===== config.mk =====
export PLATFORM = sky130hd
export DESIGN_NAME = remote_update_sequencer
export DESIGN_NICKNAME = d
export VERILOG_FILES = /design/src/rtl/remote_update_sequencer.sv
export SDC_FILE = /design/constraint.sdc
export NUM_CORES = 1
export LEC_CHECK = 0
export BUFFER_PORTS_ARGS = -buffer_cell sky130_fd_sc_hd__buf_2
export CAP_MARGIN = 30
export CORE_MARGIN = 10
export CORE_UTILIZATION = 55
export CTS_BUF_LIST = sky130_fd_sc_hd__clkbuf_8
export CTS_CLUSTER_SIZE = 30
export DETAILED_ROUTE_END_ITERATION = 6
export MAX_ROUTING_LAYER = met4
export PLACE_DENSITY = 0.87
export SYNTH_ARGS = -nofsm -noshare
export SYNTH_HDL_FRONTEND = slang
export SYNTH_SLANG_ARGS = --single-unit

===== constraint.sdc =====
create_clock -name clk -period 3.82 [get_ports clk]
set_input_delay 0.764 -clock clk [delete_from_list [all_inputs] [get_ports clk]]
set_output_delay 0.764 -clock clk [all_outputs]
set_load 0.05 [all_outputs]

===== src/rtl/remote_update_sequencer.sv =====
// remote_update_sequencer
// Loads the watchdog and boot-address parameters into a remote-update core
// through its parameter-write port, waits out each busy handshake (with
// timeout and bounded retry), then requests reconfiguration.
// Optional macro RU_READBACK_EN: read back the boot address after writing it
// and only reconfigure when it matches; a mismatch counts as a failed write.
// All outputs are registered decodes of the state held during the previous cycle.

module remote_update_sequencer #(
    parameter int                         NUM_IMAGES   = 2,
    parameter int                         SEL_W        = 1,
    parameter logic [NUM_IMAGES*24-1:0]   IMAGE_ADDRS  = {24'h160000, 24'h0B0000},
    parameter logic [23:0]                WDOG_VALUE   = 24'h000000,
    parameter int                         BUSY_TIMEOUT = 1024,
    parameter int                         MAX_RETRIES  = 2,
    parameter int                         AUTO_START   = 1
) (
    input  logic             clk,
    input  logic             rst_n,
    input  logic             start,
    input  logic [SEL_W-1:0] image_sel,
    input  logic             busy,
    input  logic [23:0]      data_in,
    output logic             write_param,
    output logic             read_param,
    output logic [2:0]       param,
    output logic [23:0]      data_out,
    output logic             reconfig,
    output logic             active,
    output logic             error
);

    localparam int              TO_W    = $clog2(BUSY_TIMEOUT + 1);
    localparam logic [TO_W-1:0] TO_LAST = TO_W'(BUSY_TIMEOUT - 1);
    localparam int              RT_W    = (MAX_RETRIES < 1) ? 1 : $clog2(MAX_RETRIES + 1);
    localparam logic [RT_W-1:0] RT_MAX  = RT_W'(MAX_RETRIES);

    localparam logic [2:0] P_WDOG = 3'b011;
    localparam logic [2:0] P_ADDR = 3'b100;

    localparam logic [3:0] IDLE      = 4'd0;
    localparam logic [3:0] WR_WDOG   = 4'd1;
    localparam logic [3:0] WAIT_HI_0 = 4'd2;
    localparam logic [3:0] WAIT_LO_0 = 4'd3;
    localparam logic [3:0] WR_ADDR   = 4'd4;
    localparam logic [3:0] WAIT_HI_1 = 4'd5;
    localparam logic [3:0] WAIT_LO_1 = 4'd6;
    localparam logic [3:0] RECONFIG  = 4'd7;
    localparam logic [3:0] ERROR     = 4'd8;
`ifdef RU_READBACK_EN
    localparam logic [3:0] RD_ADDR   = 4'd9;
    localparam logic [3:0] WAIT_HI_2 = 4'd10;
    localparam logic [3:0] WAIT_LO_2 = 4'd11;
`endif

    logic [3:0]       state, state_d;
    logic [SEL_W-1:0] sel_q, sel_d;
    logic [TO_W-1:0]  to_cnt, cnt_d;
    logic [RT_W-1:0]  retries, ret_d;
    logic             pending, pend_d;
    logic [23:0]      addr;

    logic             waiting, hit, completes, fail;
    logic [3:0]       origin, adv;

`ifndef RU_READBACK_EN
    // Core read data has no consumer without readback.
    logic unused_data_in;
    assign unused_data_in = ^data_in;
`endif

    // Boot address for the latched image; out-of-range indices never reach a write.
    always_comb begin
        addr = '0;
        for (int i = 0; i < NUM_IMAGES; i++) begin
            if (32'(sel_q) == i) addr = IMAGE_ADDRS[24*i +: 24];
        end
    end

    // Next-state, handshake timeout and retry bookkeeping.
    always_comb begin
        // NOTE: every signal written here gets a default first, so no path can infer a latch.
        state_d   = state;
        sel_d     = sel_q;
        cnt_d     = to_cnt;
        ret_d     = retries;
        pend_d    = pending;
        waiting   = 1'b0;
        hit       = 1'b0;
        completes = 1'b0;
        fail      = 1'b0;
        origin    = IDLE;
        adv       = IDLE;

        case (state)
            IDLE, ERROR: begin
                if ((start || pending) && !busy) begin
                    sel_d   = image_sel;
                    pend_d  = 1'b0;
                    ret_d   = '0;
                    state_d = (32'(image_sel) >= NUM_IMAGES) ? ERROR : WR_WDOG;
                end
            end
            WR_WDOG:   state_d = WAIT_HI_0;
            WAIT_HI_0: begin waiting = 1'b1; hit = busy;  origin = WR_WDOG; adv = WAIT_LO_0; end
            WAIT_LO_0: begin waiting = 1'b1; hit = !busy; origin = WR_WDOG; adv = WR_ADDR; completes = 1'b1; end
            WR_ADDR:   state_d = WAIT_HI_1;
            WAIT_HI_1: begin waiting = 1'b1; hit = busy;  origin = WR_ADDR; adv = WAIT_LO_1; end
`ifdef RU_READBACK_EN
            // The address write is only complete once the readback matches.
            WAIT_LO_1: begin waiting = 1'b1; hit = !busy; origin = WR_ADDR; adv = RD_ADDR; end
            RD_ADDR:   state_d = WAIT_HI_2;
            WAIT_HI_2: begin waiting = 1'b1; hit = busy;  origin = RD_ADDR; adv = WAIT_LO_2; end
            WAIT_LO_2: begin waiting = 1'b1; hit = !busy; origin = RD_ADDR; adv = RECONFIG; completes = 1'b1; end
`else
            WAIT_LO_1: begin waiting = 1'b1; hit = !busy; origin = WR_ADDR; adv = RECONFIG; completes = 1'b1; end
`endif
            RECONFIG:  state_d = RECONFIG;
            default:   state_d = IDLE;
        endcase

        if (waiting) begin
            if (hit) begin
                state_d = adv;
                if (completes) ret_d = '0;
            end else if (to_cnt == TO_LAST) begin
                fail = 1'b1;
            end else begin
                cnt_d = to_cnt + TO_W'(1);
            end
        end

`ifdef RU_READBACK_EN
        // Readback sampled on the cycle busy falls; a mismatch re-issues the address write.
        if (state == WAIT_LO_2 && !busy && data_in != addr) begin
            fail   = 1'b1;
            origin = WR_ADDR;
        end
`endif

        if (fail) begin
            if (retries < RT_MAX) begin
                ret_d   = retries + RT_W'(1);
                state_d = origin;
            end else begin
                state_d = ERROR;
            end
        end

        // Every state change restarts the wait budget for the state being entered.
        if (state_d != state) cnt_d = '0;
    end

    // Sequencer state registers.
    always_ff @(posedge clk or negedge rst_n) begin
        if (!rst_n) begin
            state   <= IDLE;
            sel_q   <= '0;
            to_cnt  <= '0;
            retries <= '0;
            pending <= (AUTO_START != 0);
        end else begin
            // NOTE: sequential state uses non-blocking assignments so all registers update from the same pre-edge values.
            state   <= state_d;
            sel_q   <= sel_d;
            to_cnt  <= cnt_d;
            retries <= ret_d;
            pending <= pend_d;
        end
    end

    // Registered output decode of the current state.
    always_ff @(posedge clk or negedge rst_n) begin
        if (!rst_n) begin
            write_param <= 1'b0;
            read_param  <= 1'b0;
            param       <= '0;
            data_out    <= '0;
            reconfig    <= 1'b0;
            active      <= 1'b0;
            error       <= 1'b0;
        end else begin
            write_param <= (state == WR_WDOG) || (state == WR_ADDR);
            param       <= (state == WR_WDOG) ? P_WDOG :
                           (state == WR_ADDR) ? P_ADDR : 3'b000;
            data_out    <= (state == WR_WDOG) ? WDOG_VALUE :
                           (state == WR_ADDR) ? addr : 24'h000000;
`ifdef RU_READBACK_EN
            read_param  <= (state == RD_ADDR);
            if (state == RD_ADDR) param <= P_ADDR;
`else
            read_param  <= 1'b0;
`endif
            reconfig    <= (state == RECONFIG);
            active      <= (state != IDLE) && (state != ERROR);
            error       <= (state == ERROR);
        end
    end

endmodule


Word-level counts from Yosys, hierarchy flattened
Cells that the tools add are included.

Register bits after elaboration: 47. Input port bits: 29. Output and inout bits: 32. Word-level logic and storage cells: 73.

Equality and inequality tests: 13. Add/sub/neg operators: 2. Muxes and demuxes: 30. Reduce and logical (&&, ||, !) cells: 16. $lt $le $gt $ge: 1.

Operators with widths (count): $mux W21 (3); $mux W11 (4); $mux W4 (5); $pmux W4 S5 (1); $eq A4 B3 Y1 const B (4); $mux W2 (7); $pmux W3 S4 (1); $add A11 B1 Y11 const B (1); $eq A11 B10 Y1 const B (1); $reduce_or A2 Y1 (5); $eq A4 B2 Y1 const B (2); $mux W3 (2); $pmux W3 S2 (1); $mux W1 (5); $eq A4 B1 Y1 const B (1); $eq A4 B4 Y1 const B (1); $logic_not A4 Y1 (1); $ne A2 B1 Y1 const B (2); $ne A4 B4 Y1 (1); $ne A4 B4 Y1 const B (1); $reduce_bool A4 Y1 (1); $reduce_or A4 Y1 (1); $reduce_and A3 Y1 (1); $add A2 B1 Y2 const B (1); 7 further kinds (9).

Logic depth before layout (Yosys ltp)
Depth in word-level cells: 10. Depth in mapped cells: 7. Mapped depth without buffers: 5.

Least setup slack after synthesis
OpenSTA, ideal clock, no wires.

Path kind: input port to flip-flop. Start: input busy. End: register to_cnt[6]. Data required time: 3.726 ns. Setup slack: 1.874 ns. Cell stages on the path: 4. Arrival time: 1.853 ns. Library setup time: 0.094 ns. Path buffers: 0. Cells stage by stage: xor2_1 -> o211a_1 -> or4_1 -> a211oi_1.

Word-level cells in the longest chain between the ends: 10. Elaborated cells between the ends (all ways): 16. Classes of those cells: 3 x eq/ne; 9 x mux; 4 x reduce/logical.

Ends and longest elaborated chain: from (decl) (line 22) `input logic busy,`; $logic_not A1 Y1 (line 97, 106, 116); $logic_and A1 B1 Y1 (line 97) `if ((start || pending) && !busy) begin`; $mux W4 (line 97); $pmux W4 S5 (line 95) `case (state)`; $mux W4 (line 123) `if (hit) begin`; $mux W4 (line 122) `if (waiting) begin`; $mux W4 (line 141) `if (fail) begin`; $ne A4 B4 Y1 (line 151) `if (state_d != state) cnt_d = '0;`; $ne A2 B1 Y1 (no source line) / $reduce_bool A2 Y1 (equally long branches); $reduce_and A3 Y1 (no source line); to (signal assigned) (line 166) `to_cnt <= cnt_d;`; to (decl) (line 58) `logic [TO_W-1:0] to_cnt, cnt_d;`.

Parallel ways exist; a longest one is shown, timed or not. A chain may end at the register's enable or synchronous reset.

Worst setup path after layout
Start: input busy. End: register to_cnt[3].

Same word-level chain as after synthesis.

==> run metrics <==
WP buf/inv 1; Lkg Pwr 0.733 nW; Synth area leader dfrtp_1; Die X 75.2 um; DP Wirelength 2.48 mm; CTS tree built; Seq pwr share 54.7%; fmax 421 MHz; minimum clock period 2.38 ns; xor and xnor area share after synthesis 1.57%; drt drc 0; CTS Buffer Depth 2; vias in the first global route 1178; Mapped Area 1680 um^2; DR vias/cell 5.99; ys flop type dfrtp_1; Max-slew headroom 41.7%; asr flop ratio synth 100%; Arr. time, crit path 2.50 ns; crit path cell chain buf_2 -> xor2_1 -> o211a_1 -> nor3_2 -> nor4_1; metal3 WL 202 um; Initial DRC Count 113; Final Cycle Share 62.2%; post-synth top area share 38.8%; cells after synthesis 175; placer congestion estimate 0.876; Worst path slowest cell nor3_2; largest net degree at the start of global routing 28; IO buf count 16; peak supply drop 0.189 mV; antenna viol nets, final 0; Detailed Route WL 3.44 mm; Diodes inserted 0; CP Capture Type flip-flop; Mean Syn Cell Area 9.57 um^2; RSZ-0062 raised after global routing false; Max Slew Vio Count 0; number of synthesized register bits 27; CTS HTree Levels 1; Hold Vio Cnt, Final 0; power share of the combinational group 16.3%; Slew @ Worst Pin 0.870 ns; startpoint types input pin; Internal 0.000395 W; share of layout cells above drive strength 1 17.1%; met2 wire len 1.65 mm; CTS Buf Count 3; P per Cell Area 343 nW/um^2; nets 212; initial antenna violation count 0; adder-cell area share of the yosys netlist 0.747%; Switching Share 31.9%; Post-synth EDFFs 0; yosys warns 0; max-cap viol count 0; Die Area 5650 um^2; Post-Synth Simple-Gate Area 24.6%; Rows 19; Pwr Total 0.000581 W; Die Y-Extent 75.2 um; Seq/Total Area, Yosys 40.4%; most common cell in the netlist dfrtp_1; worst-skew pair later-pin latency 0.28 ns; largest family of logic cells by synthesized area simple AND/OR/NAND/NOR gates; Synth Area in Compound Gates 14.9%; Tot GR Track Use 12.6%; Clock Pin Slew Worst Setup and Hold Paths 0.10 ns; Core ar. 2830 um^2; clock power share 29.0%; drt pass-1 iters 4; Hold WC Path Type reg2reg; WS Path Type in2reg; DR vias 1269; WL per Instance 16.2 um; CTS sink cnt 27; Setup violations, final 0; CP max stage delay 0.77 ns; post-route setup TNS 0 ns; Layout area overhead 1.12%; WP data required 3.94 ns; Net Switching 0.000185 W; initial core utilization 59.2%; Synth cell types 53; first-pass GRT wire length 5.58 mm; Top Layer Used met4; multiplexer area fraction after synthesis 3.06%; CP max FO 14; CTS resizes 0; outcome completed; cell class contributing the biggest share of worst-path delay simple AND/OR/NAND/NOR gates; met1 wire length 1.54 mm; top cells by area, synth dfrtp_1, buf_4, a21oi_1; Worst Skew 0.00357 ns; hold buffer count at cts 0; Post-synth top cells dfrtp_1, buf_4, nor2_1; global route overflow 0; Post-CTS Setup Bufs 0; clk root buf clkbuf_8; I/O Pins 61
layout make-up:
class | instances | area, um^2
Timing Repair Buffer | 16 | 80.1
Clock inverter | 1 | 7.51
Inverter | 6 | 22.5
Sequential cell | 27 | 677
Fill cell | 222 | 1130
Multi-Input combinational cell | 128 | 827
Tap cell | 31 | 38.8
Clock buffer | 3 | 41.3
metal layers:
layer | vias up | track usage, %
met5 | - | -
met2 | 50 | 20.3
li1 | 609 | -
met4 | 0 | 4.95
met1 | 606 | 16.0
met3 | 4 | 1.18
kinds of logic (layout without fill, tap and decap cells):
| family | Yosys count | count (layout) |
|---|---|---|
| flops | 27 | 27 |
| compound gates | 35 | 35 |
| buf+inv | 39 | 26 |
| other cells | 1 | 20 |
| mux | 5 | 5 |
| simple gates | 64 | 64 |
| xor+xnor | 3 | 3 |
| fa+ha+maj | 1 | 1 |
registers in the layout, indices dropped and copies added, names as in the netlist, 2 cells and up:
register and count:
data_out 3, state 4, to_cnt 11, retries 2
worst paths after layout:
check                      startpoint      endpoint  slack, ns  cells past startpoint
max                              busy     to_cnt[3]       1.44                      5
min reg2reg                     sel_q  data_out[19]       0.46                      1
max in group asynchronous       rst_n     to_cnt[5]       2.97                      1
min                             sel_q  data_out[19]       0.46                      1
max reg2reg                  state[2]     to_cnt[3]       1.49                      4
min in group asynchronous       rst_n     to_cnt[4]       0.47                      1
layout by cell type (no fill, tap or decap), drive strengths merged, types with 4 or more instances in the layout:
master,netlist,final
a21oi,9,9
buf,30,16
conb,1,20
dfrtp,26,26
inv,6,6
mux2i,4,4
nand2,6,6
nand2b,5,5
nand3,8,8
nand4,6,6
nor2,10,10
nor3,5,5
o21ai,4,4
through the flow:
stage	utilization, %	instance area, um^2	instances	hold WS [ns]	setup WS (ns)
final	59.9	1690	212	0.456	1.44
after global placement	58.2	1650	208	0.440	1.23
after floorplan	-	1750	194	0.411	1.87
after CTS	59.9	1690	212	0.459	1.49
after global routing	59.9	1690	212	0.485	1.34
after detailed placement	58.2	1650	208	0.445	1.19
power by group through the flow:
stage / logic [W] / clock network [W] / registers [W]
after floorplan: 0.0000941 / 0 / 0.000319
after global placement: 0.0000907 / 0 / 0.000322
after detailed placement: 0.0000938 / 0 / 0.000323
after CTS: 0.0000940 / 0.000167 / 0.000317
after global routing: 0.000103 / 0.000178 / 0.000321
final: 0.0000948 / 0.000168 / 0.000318
No activity file was read; power rests on OpenSTA's default activity.
